<file path="src/rtl/stream_pkg.sv">
// Shared types and constants for the valid/ready stream source.
package stream_pkg;

    typedef enum logic [1:0] {
        IDLE = 2'd0,
        SEND = 2'd1,
        GAP  = 2'd2,
        DONE = 2'd3
    } state_t;

    localparam logic [31:0] LFSR_POLY     = 32'h8020_0003;
    localparam logic [31:0] LFSR_SEED_SUB = 32'd1;

    // Right-shifting Galois step: feedback bit is the LSB shifted out.
    function automatic logic [31:0] lfsr_step(input logic [31:0] s);
        return s[0] ? ((s >> 1) ^ LFSR_POLY) : (s >> 1);
    endfunction

endpackage

</file>
<file path="src/rtl/stream_lfsr.sv">
// 32-bit Galois LFSR with synchronous load and advance; exposes the next state's low bits.
module stream_lfsr
    import stream_pkg::*;
#(
    parameter int OUT_W = 8
) (
    input  logic             i_clk,
    input  logic             i_reset,
    input  logic             i_load,
    input  logic [31:0]      i_seed,
    input  logic             i_adv,
    output logic [OUT_W-1:0] o_next
);

    logic [31:0] state_q;
    logic [31:0] state_nxt;

    assign state_nxt = lfsr_step(state_q);
    assign o_next    = state_nxt[OUT_W-1:0];

    always_ff @(posedge i_clk or posedge i_reset) begin
        if (i_reset) begin
            state_q <= '0;
        end else if (i_load) begin
            state_q <= i_seed;
        end else if (i_adv) begin
            state_q <= state_nxt;
        end
    end

endmodule

</file>
<file path="src/rtl/stream_source.sv">
// Valid/ready stream transmitter: sends a programmed number of patterned beats, then pulses done.
// Define STREAM_SRC_LFSR_EN to replace the incrementing pattern with a 32-bit Galois LFSR.
module stream_source
    import stream_pkg::*;
#(
    parameter int WIDTH = 8,
    parameter int CNT_W = 16,
    parameter int GAP_W = 4
) (
    input  logic             i_clk,
    input  logic             i_reset,
    input  logic             i_start,
    input  logic [CNT_W-1:0] i_count,
    input  logic [WIDTH-1:0] i_seed,
    input  logic [GAP_W-1:0] i_gap,
    output logic [WIDTH-1:0] o_data,
    output logic             o_vld,
    input  logic             i_rdy,
    output logic             o_busy,
    output logic             o_done,
    output logic [CNT_W-1:0] o_beats
);

    state_t           state;
    logic [CNT_W-1:0] count_q;
    logic [GAP_W-1:0] gap_q;
    logic [GAP_W-1:0] gap_cnt;
    logic             xfer;
    logic             last_beat;
    logic [WIDTH-1:0] seed_data;
    logic [WIDTH-1:0] next_data;

    assign xfer      = (state == SEND) && o_vld && i_rdy;
    assign last_beat = (o_beats + 1'b1) == count_q;

`ifdef STREAM_SRC_LFSR_EN
    logic [31:0] lfsr_seed;

    // A zero seed would lock the LFSR, so it is substituted before load and before the first beat.
    assign lfsr_seed = (i_seed == '0) ? LFSR_SEED_SUB : 32'(i_seed);
    assign seed_data = lfsr_seed[WIDTH-1:0];

    stream_lfsr #(.OUT_W(WIDTH)) u_lfsr (
        .i_clk   (i_clk),
        .i_reset (i_reset),
        .i_load  ((state == IDLE) && i_start),
        .i_seed  (lfsr_seed),
        .i_adv   (xfer && !last_beat),
        .o_next  (next_data)
    );
`else
    assign seed_data = i_seed;
    assign next_data = o_data + 1'b1;
`endif

    always_ff @(posedge i_clk or posedge i_reset) begin
        if (i_reset) begin
            state   <= IDLE;
            count_q <= '0;
            gap_q   <= '0;
            gap_cnt <= '0;
            o_data  <= '0;
            o_vld   <= 1'b0;
            o_busy  <= 1'b0;
            o_done  <= 1'b0;
            o_beats <= '0;
        end else begin
            case (state)
                IDLE: begin
                    if (i_start) begin
                        count_q <= i_count;
                        gap_q   <= i_gap;
                        o_beats <= '0;
                        o_busy  <= 1'b1;
                        if (i_count != '0) begin
                            o_data <= seed_data;
                            o_vld  <= 1'b1;
                            state  <= SEND;
                        end else begin
                            o_done <= 1'b1;
                            state  <= DONE;
                        end
                    end
                end
                SEND: begin
                    if (xfer) begin
                        o_beats <= o_beats + 1'b1;
                        if (last_beat) begin
                            o_vld  <= 1'b0;
                            o_done <= 1'b1;
                            state  <= DONE;
                        end else begin
                            o_data <= next_data;
                            if (gap_q != '0) begin
                                o_vld   <= 1'b0;
                                gap_cnt <= gap_q;
                                state   <= GAP;
                            end
                        end
                    end
                end
                GAP: begin
                    // gap_cnt counts the idle cycles still to show, including this one.
                    if (gap_cnt <= 1) begin
                        o_vld <= 1'b1;
                        state <= SEND;
                    end else begin
                        gap_cnt <= gap_cnt - 1'b1;
                    end
                end
                DONE: begin
                    o_done <= 1'b0;
                    o_busy <= 1'b0;
                    state  <= IDLE;
                end
                default: state <= IDLE;
            endcase
        end
    end

endmodule

</file>
<file path="config.mk">
export PLATFORM = sky130hd
export DESIGN_NAME = stream_source
export DESIGN_NICKNAME = d
export VERILOG_FILES = /design/src/rtl/stream_pkg.sv /design/src/rtl/stream_lfsr.sv /design/src/rtl/stream_source.sv
export SDC_FILE = /design/constraint.sdc
export NUM_CORES = 1
export LEC_CHECK = 0
export CORE_UTILIZATION = 31
export CTS_CLUSTER_DIAMETER = 80
export CTS_CLUSTER_SIZE = 24
export DETAILED_ROUTE_END_ITERATION = 8
export PLACE_DENSITY_LB_ADDON = 0.12
export SLEW_MARGIN = 20
export SYNTH_ARGS = -nofsm -noshare
export SYNTH_HDL_FRONTEND = slang
export SYNTH_SLANG_ARGS = --single-unit
</file>
<file path="constraint.sdc">
create_clock -name i_clk -period 2.7 [get_ports i_clk]
set_input_delay 0.54 -clock i_clk [delete_from_list [all_inputs] [get_ports i_clk]]
set_output_delay 0.54 -clock i_clk [all_outputs]
set_load 0.02 [all_outputs]
</file>
==> results.yml <==
status:
  status: "finished, final reports clean"
timing:
  rsz0062_at_grt: "no"
  hold_viol_final: 0
  skew_ps: 10.6
  max_freq_mhz: 395
  fin_crit_sh_pct: 93.7
  setup_tns_ps: 0
  setup_viol: 0
  drv_slew: 0
  worstMarginPinSlew_ps: 797
  slew_headroom_pct: 46.4
  fin_crit_ps: 2530
synth:
  synth_edf_count: 0
  syn_area_sq_um: 3310
  synth_top_cell_area_share_pct: 40.0
  synth-seq-cells: 53
  syn_area_per_cell_sq_um: 8.20
  ys.warnings.count: 0
  async_reset_ff_share_pct: 100
  synthTopCellsByArea: "dfrtp_1, nand2_1, o21ai_0, xnor2_1, nor2_1"
  synth_cells: 404
  yosys_most_used_dff: "dfrtp_1"
  synth_cell_types: 61
  synth_top_area_cell: "dfrtp_1"
  synth-seq-area-share_pct: 40.0
  syn-num-nets: 440
clocking:
  cts_buffers: 5
  cts.reportedPaths.clkPinSlew_ps: 100
  root_buffer: "clkbuf_8"
  clk_latency_ps: 310
  cts_buffer_depth: 2
  hold_buffers: 0
  cts_tree: "yes"
  cts_sinks: 53
  h-tree-depth: 2
placement:
  dp_hpwl_mm: 6.56
  dpl_cell_area_sq_um: 4260
  gp_congestion: 0.821
  io_buffers: 58
critical_path:
  critPathKind: "register to register"
  crit_fanout: 5
  worstSetupEndpointType: "register"
  cp-startpoint: "o_beats[1]"
  crit_required_ps: 2900
  reg2reg_depth: 11
  crit_arrival_ps: 2730
  start_kind: "register"
  rr_startpoint: "o_beats[1]"
route:
  first_pass_iters: 4
  drt-initial-drc-count: 121
  routed_wl_mm: 8.97
  postRouteAntennaNets: 0
  wl_per_cell_microns: 14.4
  drc: 0
  viasPerCell: 5.02
  num_vias: 3128
grt:
  grt_overflow: 0
  grt_pass1_vias: 2950
  grt_max_degree: 54
  grt_pass1_wl_mm: 14.5
  antenna_found_initial: 0
  grt.total_usage_pct: 16.4
power_and_ir_drop:
  power_density_nw_per_um2: 324
  internal-power_mw: 1.12
  peakVddDrop_v: 0.000292
  pwr-share-seq_pct: 55.3
  switching_share_pct: 21.8
  power.leakage_nw: 1.94
  pwr-share-comb_pct: 5.8
  pwr-share-clk_pct: 39.0
  p_switching_uw: 313
floorplanning:
  die-height_microns: 105
  num_rows: 37
  dieWidth_microns: 105
  initial_utilization_pct: 32.1
  dieArea_sq_um: 11100
  ios: 59
  core_sq_um: 10300
cells_and_area:
  antenna_cells: 0
  final_area_sq_um: 4420
  drive_above_1_share_pct: 14.6
  layout.nets: 523
  area_growth_pct: 33.5
run:
  drv_cap: 0
min_path:
  hp-class: "register to register"
  hp-start: "count_q[1]"
  whs_path_depth: 2
[cells by family after synthesis]
| family | share of synthesized area, % |
|---|---|
| AND/OR/NAND/NOR | 29.7 |
| adder cells (fa/ha/maj) | 1.51 |
| flip-flops | 40.0 |
| XOR/XNOR | 5.82 |
| multiplexers | 0.604 |
| AO/OA/AOI/OAI | 18.1 |
| buffers and inverters | 4.27 |
[flip-flops by register name, indices dropped and copies added (netlist names)]
signal   flops
state        2
o_busy       1
o_vld        1
count_q     16
o_data       8
gap_cnt      4
o_beats     16
gap_q        4
o_done       1
[cell type report]
| type | count | area (sq um) |
|---|---|---|
| Fill cell | 1041 | 5900 |
| Inverter | 10 | 37.5 |
| Sequential cell | 53 | 1330 |
| Clock buffer | 5 | 68.8 |
| Tap cell | 136 | 170 |
| Timing Repair Buffer | 97 | 900 |
| Multi-Input combinational cell | 320 | 1880 |
| Clock inverter | 2 | 38.8 |
[layer usage]
layer	global-route usage [%]	share of wire, %	vias to the layer above
li1	-	-	1600
met1	23.6	52	1464
met5	0	0	-
met2	25.5	44	59
met4	4.23	0.85	0
met3	2.66	3.2	5
[per-stage QoR]
| stage | std cells | utilization [%] | hold WS (ps) | worst slack (ps) | total power [mW] |
|---|---|---|---|---|---|
| floorplan | 404 | - | 465 | 51.9 | 0.822 |
| global placement | 614 | 41.3 | 483 | -26.7 | 0.894 |
| detailed placement | 614 | 41.3 | 487 | -130 | 0.894 |
| CTS | 621 | 42.3 | 511 | 36.8 | 1.46 |
| global route | 623 | 42.8 | 537 | 5.61 | 1.49 |
| finish | 623 | 42.8 | 504 | 169 | 1.43 |
[layout by cell type, fill, tap and decap left out, types with 6 or more instances in the layout]
cell / netlist / routed
nand2_1: 87 / 87
clkdlybuf4s50_1: 0 / 58
dfrtp_1: 53 / 51
buf_4: 1 / 35
o21ai_0: 33 / 33
nor2_1: 32 / 31
nand3_1: 20 / 20
xnor2_1: 15 / 15
a21oi_1: 13 / 13
inv_1: 10 / 9
nand4_1: 9 / 9
nor3_1: 9 / 9
xor2_1: 7 / 7
nor4_1: 7 / 7
a31oi_1: 6 / 6
[cell usage after synthesis, types with 6 or more instances]
cell	instances
nand2_1	87
dfrtp_1	53
o21ai_0	33
nor2_1	32
nand3_1	20
xnor2_1	15
a21oi_1	13
clkbuf_1	13
inv_1	10
nand4_1	9
nor3_1	9
nor4_1	7
xor2_1	7
a31oi_1	6
[timing repair]
| item | CTS | global route |
|---|---|---|
| gates resized for setup | 0 | 11 |
| setup buffers | 0 | 1 |
| endpoints found under the setup margin | 0 | 15 |
[critical path, cell delays in order, from the launching register on]
cell	delay, ps
dfrtp_2	440
ha_4	170
nand4_1	170
nor2_2	200
and3_4	220
xnor2_1	130
o22ai_2	120
buf_4	160
nor4_4	320
buf_6	170
nor2b_1	40
o311a_1	280
[power groups by stage]
stage / Sequential [mW] / Combinational (mW) / Clock, mW
2_1_floorplan: 0.809 / 0.0136 / 0
3_3_place_gp: 0.809 / 0.0850 / 0
3_5_place_dp: 0.809 / 0.0851 / 0
4_1_cts: 0.793 / 0.0854 / 0.578
5_1_grt: 0.793 / 0.0907 / 0.604
6_report: 0.793 / 0.0826 / 0.559
[worst paths after layout]
| kind | endpoint | slack, ps |
|---|---|---|
| max | o_data[2] | 170 |
| max reg2reg | o_data[2] | 170 |
| min | count_q[1] | 500 |
| max in group asynchronous | o_beats[0] | 1840 |
| min in group asynchronous | count_q[3] | 590 |
| min reg2reg | count_q[1] | 500 |
Note: power is estimated with default switching activity, not from simulation.
==> RTL change 1 (same settings) <==
Encoding of `state_t`: now one-hot (4 bits for 4 states).
--- a/src/rtl/stream_pkg.sv
+++ b/src/rtl/stream_pkg.sv
@@ -1,11 +1,11 @@
 // Shared types and constants for the valid/ready stream source.
 package stream_pkg;
 
-    typedef enum logic [1:0] {
-        IDLE = 2'd0,
-        SEND = 2'd1,
-        GAP  = 2'd2,
-        DONE = 2'd3
+    typedef enum logic [3:0] {
+        IDLE = 4'b0001,
+        SEND = 4'b0010,
+        GAP  = 4'b0100,
+        DONE = 4'b1000
     } state_t;
 
     localparam logic [31:0] LFSR_POLY     = 32'h8020_0003;
Formal check against the unedited RTL: no difference found for any inputs over 4 cycles, from zero or initial values and one cycle with i_reset high; so few cycles prove little.
==> RTL change 1 against the original RTL <==
The run now ends with negative setup slack left; cell area rose by 4.6%; critical path depth fell by 3; synthesized area rose by 0.87%; sequential cell count rose by 2; setup slack got worse by 0.17 ns; routed wire length rose by 7.2%; critical path type unchanged; highest routed layer unchanged.
Power is not compared: it rests on default switching activity, and its combinational part moved more than twofold at a synthesized area within 25%.
==> RTL change 1: results (changes against the original RTL) <==
[metrics] largest clock skew in the final design: 0.0174 ns (was 0.0106 ns)
[metrics] area delta synth->final: 38.5% (was 33.5%)
[metrics] slowest CP cell: sky130_fd_sc_hd__or4_4 (was sky130_fd_sc_hd__dfrtp_2)
[metrics] hold-critical path endpoint: count_q[0] (was count_q[1])
[metrics] Min-Delay Startpoint: count_q[0] (was count_q[1])
[metrics] endpoint of the lowest-slack register-to-register path: gap_cnt[0] (was o_data[2])
[metrics] number of buffers added for setup after CTS: 1 (was 0)
[metrics] number of global-route vias before repair: 3,084 (was 2,950)
[metrics] Non-CTS buffers: 105 (was 97)
[metrics] Final clock-cell share: 2.87% (was 2.43%)
[metrics] placer's final routability congestion estimate: 0.791 (was 0.821)
[metrics] total number of nets in the final design: 482 (was 523)
[metrics] Register-to-Register Path Depth: 8 (was 11)
[metrics] placement-stage cell area: 4360 um^2 (was 4260 um^2)
[metrics] number of design-rule violations left by the first detailed-router iteration: 134 (was 121)
[metrics] top post-synthesis cells by area: sky130_fd_sc_hd__dfrtp_1 40%, sky130_fd_sc_hd__mux2_2 6.7%, sky130_fd_sc_hd__o21ai_0 3.9% (was sky130_fd_sc_hd__dfrtp_1 40%, sky130_fd_sc_hd__nand2_1 9.9%, sky130_fd_sc_hd__o21ai_0 5.0%)
[metrics] largest fanout on the critical path: 7 (was 5)
[metrics] Net Count, Synth: 389 (was 440)
[metrics] count of fill cells added during filler insertion: 1,045 (was 1,041)
[metrics] dpl cells: 567 (was 614)
[metrics] area occupied by multi-input gates: 1950 um^2 (was 1880 um^2)
[metrics] all-layer global routing usage: 18.6% (was 16.4%)
[metrics] Cell variety after synth: 68 (was 61)
[metrics] number of instances in the synthesized netlist: 353 (was 404)
[metrics] pin count of the biggest net entering global routing: 35 (was 54)
[metrics] power attributed to the clock group: 671 uW
[metrics] ratio of cells with drive above 1 in the final layout: 25.5% (was 14.6%)
[metrics] violated checks: negative setup slack
[metrics] wire length of the first global-routing pass: 16,400 um (was 14,500 um)
[metrics] sequential element share of the synthesized area: 41.2% (was 40.0%)
[metrics] relative max-transition margin: 57.3% (was 46.4%)
[metrics] Total Routed Length: 9620 um (was 8970 um)
[metrics] fraction of post-synthesis cell area in the top cell type by area: 40.4% (was 40.0%)
[metrics] combinational gate power: 2230 uW
[metrics] share of cell area taken by flip-flops and latches: 30.0% (about the same)
[metrics] CP max stage delay: 0.58 ns (was 0.44 ns)
[metrics] Critical R2R Launch: o_beats[7] (was o_beats[1])
[metrics] fraction of area in non-clock buffers: 20.6% (was 20.3%)
[metrics] post-route non-filler standard cell count: 583 (was 623)
[metrics] most frequently used cell type in the post-synthesis netlist: sky130_fd_sc_hd__dfrtp_1 (was sky130_fd_sc_hd__nand2_1)
[metrics] setup slack of the critical path after layout: -0.00236 ns (was 0.169 ns)
[metrics] final setup vio count: 1 (was 0)
[metrics] result of the run: finished with violations (was finished, final reports clean)
[metrics] post-detailed-placement half-perimeter wirelength: 7150 um (was 6560 um)
[metrics] Worst-Skew Late Latency: 0.33 ns (was 0.31 ns)
[metrics] instance count along the most critical hold path: 1 (was 2)
==> RTL change 1: routing by layer <==
metal	part of all wire [%]	track usage, %
met5	0	0
met4	1.1	4.86
met3	3.7	3.28
met2	44	28.9
met1	51	26.6
==> RTL change 1: metrics by stage <==
step	total power, uW	hold slack (ns)	setup slack [ns]	utilization, %	TNS (ns)
after floorplan	2770	0.498	0.00753	-	0
after global placement	3550	0.511	0.0467	42.0	0
after detailed placement	3580	0.521	0.0133	42.0	0
after CTS	4280	0.545	0.0158	43.4	0
after global routing	4690	0.563	-0.102	44.6	-0.711
final	4350	0.540	-0.00236	44.6	-0.00236
==> RTL change 1: cells by family (layout without fill, tap and decap cells) <==
logic type	after synthesis	in the layout	share of synthesized area, %
xor gates and xnor gates	18	18	4.94
adders and majority gates	4	4	1.50
muxes	23	23	7.79
AOI/OAI and AO/OA	91	91	18.2
buffers and inverters	30	123	4.01
and+or+nand+nor	132	133	22.4
DFF	55	55	41.2
==> RTL change 2 (same flow settings) <==
Made on the original files. The parameter `CNT_W` goes from 16 to 32.
--- a/src/rtl/stream_source.sv
+++ b/src/rtl/stream_source.sv
@@ -4,7 +4,7 @@
     import stream_pkg::*;
 #(
     parameter int WIDTH = 8,
-    parameter int CNT_W = 16,
+    parameter int CNT_W = 32,
     parameter int GAP_W = 4
 ) (
     input  logic             i_clk,
Ports: changed (resized i_count and o_beats); port bits go from 59 to 91. The function was not compared with the original's and may differ.
==> RTL change 2 against the original RTL <==
The run now ends with negative setup slack left; sequential cell count rose by 32; largest cell class unchanged; largest power group is now the clock network; setup slack worse by 0.42 ns; first-iteration DRC count increased by 150%; cell area up 87%; synthesized area grew 63%; total power increased by 96%; sequential power grew 60%; routed wire length increased by 120%.
==> RTL change 2: results (changes against the original RTL) <==
[metrics] GR Layer Usage met1: 30.1% (was 23.6%)
[metrics] largest clock skew in the final design: 0.00778 ns (was 0.0106 ns)
[metrics] pin count of the biggest net entering global routing: 46 (was 54)
[metrics] CP max stage delay: 0.61 ns (was 0.44 ns)
[metrics] Sw Share: 21.6% (was 21.8%)
[metrics] placement-stage cell area: 7510 um^2 (was 4260 um^2)
[metrics] H-tree levels: 3 (was 2)
[metrics] share of synthesized cell area in full adder, half adder and majority cells: 0.929% (was 1.51%)
[metrics] slowest CP cell: sky130_fd_sc_hd__or4b_4 (was sky130_fd_sc_hd__dfrtp_2)
[metrics] Net Count, Synth: 709 (was 440)
[metrics] number of global-route vias before repair: 5,656 (was 2,950)
[metrics] global routing usage on met3: 3.48% (was 2.66%)
[metrics] ratio of cells with drive above 1 in the final layout: 28.4% (was 14.6%)
[metrics] post-detailed-placement half-perimeter wirelength: 14,400 um (was 6560 um)
[metrics] sequential element share of the synthesized area: 39.5% (was 40.0%)
[metrics] Total Routed Length: 19,500 um (was 8970 um)
[metrics] result of the run: finished with violations (was finished, final reports clean)
[metrics] top post-synthesis cells by area: sky130_fd_sc_hd__dfrtp_1 39%, sky130_fd_sc_hd__nand2_1 9.8%, sky130_fd_sc_hd__o21ai_0 4.9% (was sky130_fd_sc_hd__dfrtp_1 40%, sky130_fd_sc_hd__nand2_1 9.9%, sky130_fd_sc_hd__o21ai_0 5.0%)
[metrics] number of design-rule violations left by the first detailed-router iteration: 299 (was 121)
[metrics] total number of nets in the final design: 920 (was 523)
[metrics] worst path arrival time: 3.17 ns (was 2.73 ns)
[metrics] Port Buffers: 90 (was 58)
[metrics] most numerous cell types in the synthesized netlist: 140 x sky130_fd_sc_hd__nand2_1, 85 x sky130_fd_sc_hd__dfrtp_1, 53 x sky130_fd_sc_hd__o21ai_0 (was 87 x sky130_fd_sc_hd__nand2_1, 53 x sky130_fd_sc_hd__dfrtp_1, 33 x sky130_fd_sc_hd__o21ai_0)
[metrics] Avg Cell Area, Syn: 8.20 um^2 (about the same)
[metrics] leakage power: 0.00376 uW (was 0.00194 uW)
[metrics] VDD IR max: 0.281 mV (was 0.292 mV)
[metrics] setup slack of the critical path after layout: -0.249 ns (was 0.169 ns)
[metrics] number of CTS-inserted buffers: 9 (was 5)
[metrics] Routed wire per std cell: 17.8 um (was 14.4 um)
[metrics] share of the synthesized area in compound gates (AO/OA/AOI/OAI): 18.7% (was 18.1%)
[metrics] violated checks: negative setup slack
[metrics] placer's final routability congestion estimate: 0.877 (was 0.821)
[metrics] final setup vio count: 14 (was 0)
## RTL change 2: repair_timing
item,CTS,global route
cloned,1,0
hold buffers,0,0
gates resized for setup,30,28
setup buffers,9,14
pin swaps,14,21
setup endpoints to repair,16,16
## RTL change 2: worst min-delay path: cells and delay by family (launching register included)
family | cells | cell delay (ns)
flops | 1 | 0.36
simple gates | 2 | 0.11
## RTL change 2: power groups by stage
stage                     clock, uW  sequential [uW]  combinational [uW]
after floorplan                   0             1300                21.8
after global placement            0             1300                 132
after detailed placement          0             1300                 131
after CTS                      1450             1270                 131
after global routing           1500             1270                 139
final                          1420             1270                 129
## RTL change 2: cell families (layout without fill, tap and decap cells)
kind of cell	after synthesis	count (layout)
DFF	85	85
and+or+nand+nor	308	308
buffers and inverters	56	272
AOI/OAI and AO/OA	157	157
adders and majority gates	4	4
xor gates and xnor gates	45	45
muxes	2	2
## RTL change 2: final cells by class
type	count	area share (%)
timing repair buffer	243	25.7
sequential	85	25.9
inverter	13	0.634
tap	220	3.32
clock buffer	11	3.05
clock inverter	5	0.997
multi-input combinational	516	40.4
## RTL change 2: path summary, 6_finish.rpt
kind | from | endpoint | slack [ns] | cells after the start
max in group asynchronous | i_reset | o_beats[1] | 1.45 | 3
worst max-delay path | o_beats[0] | o_data[0] | -0.25 | 11
worst min register to register | count_q[6] | count_q[6] | 0.50 | 2
worst min-delay path | count_q[6] | count_q[6] | 0.50 | 2
min in group asynchronous | i_reset | count_q[5] | 0.64 | 2
worst max register to register | o_beats[0] | o_data[0] | -0.25 | 11
## RTL change 2: metal layers
| layer | wire (um) | vias up | share of wire [%] |
|---|---|---|---|
| li1 | - | 2794 | - |
| met1 | 8790 | 2773 | 45 |
| met2 | 9290 | 164 | 48 |
| met3 | 861 | 34 | 4.4 |
| met4 | 544 | 0 | 2.8 |
| met5 | 0 | - | 0 |
## RTL change 2: stage by stage
step	utilization (%)	power, uW	worst slack [ns]	hold WS, ns
after floorplan	-	1320	-0.186	0.460
after global placement	44.8	1430	-0.354	0.482
after detailed placement	44.8	1430	-0.400	0.487
after CTS	47.9	2850	-0.194	0.503
after global routing	49.4	2910	-0.333	0.513
final	49.4	2820	-0.249	0.502
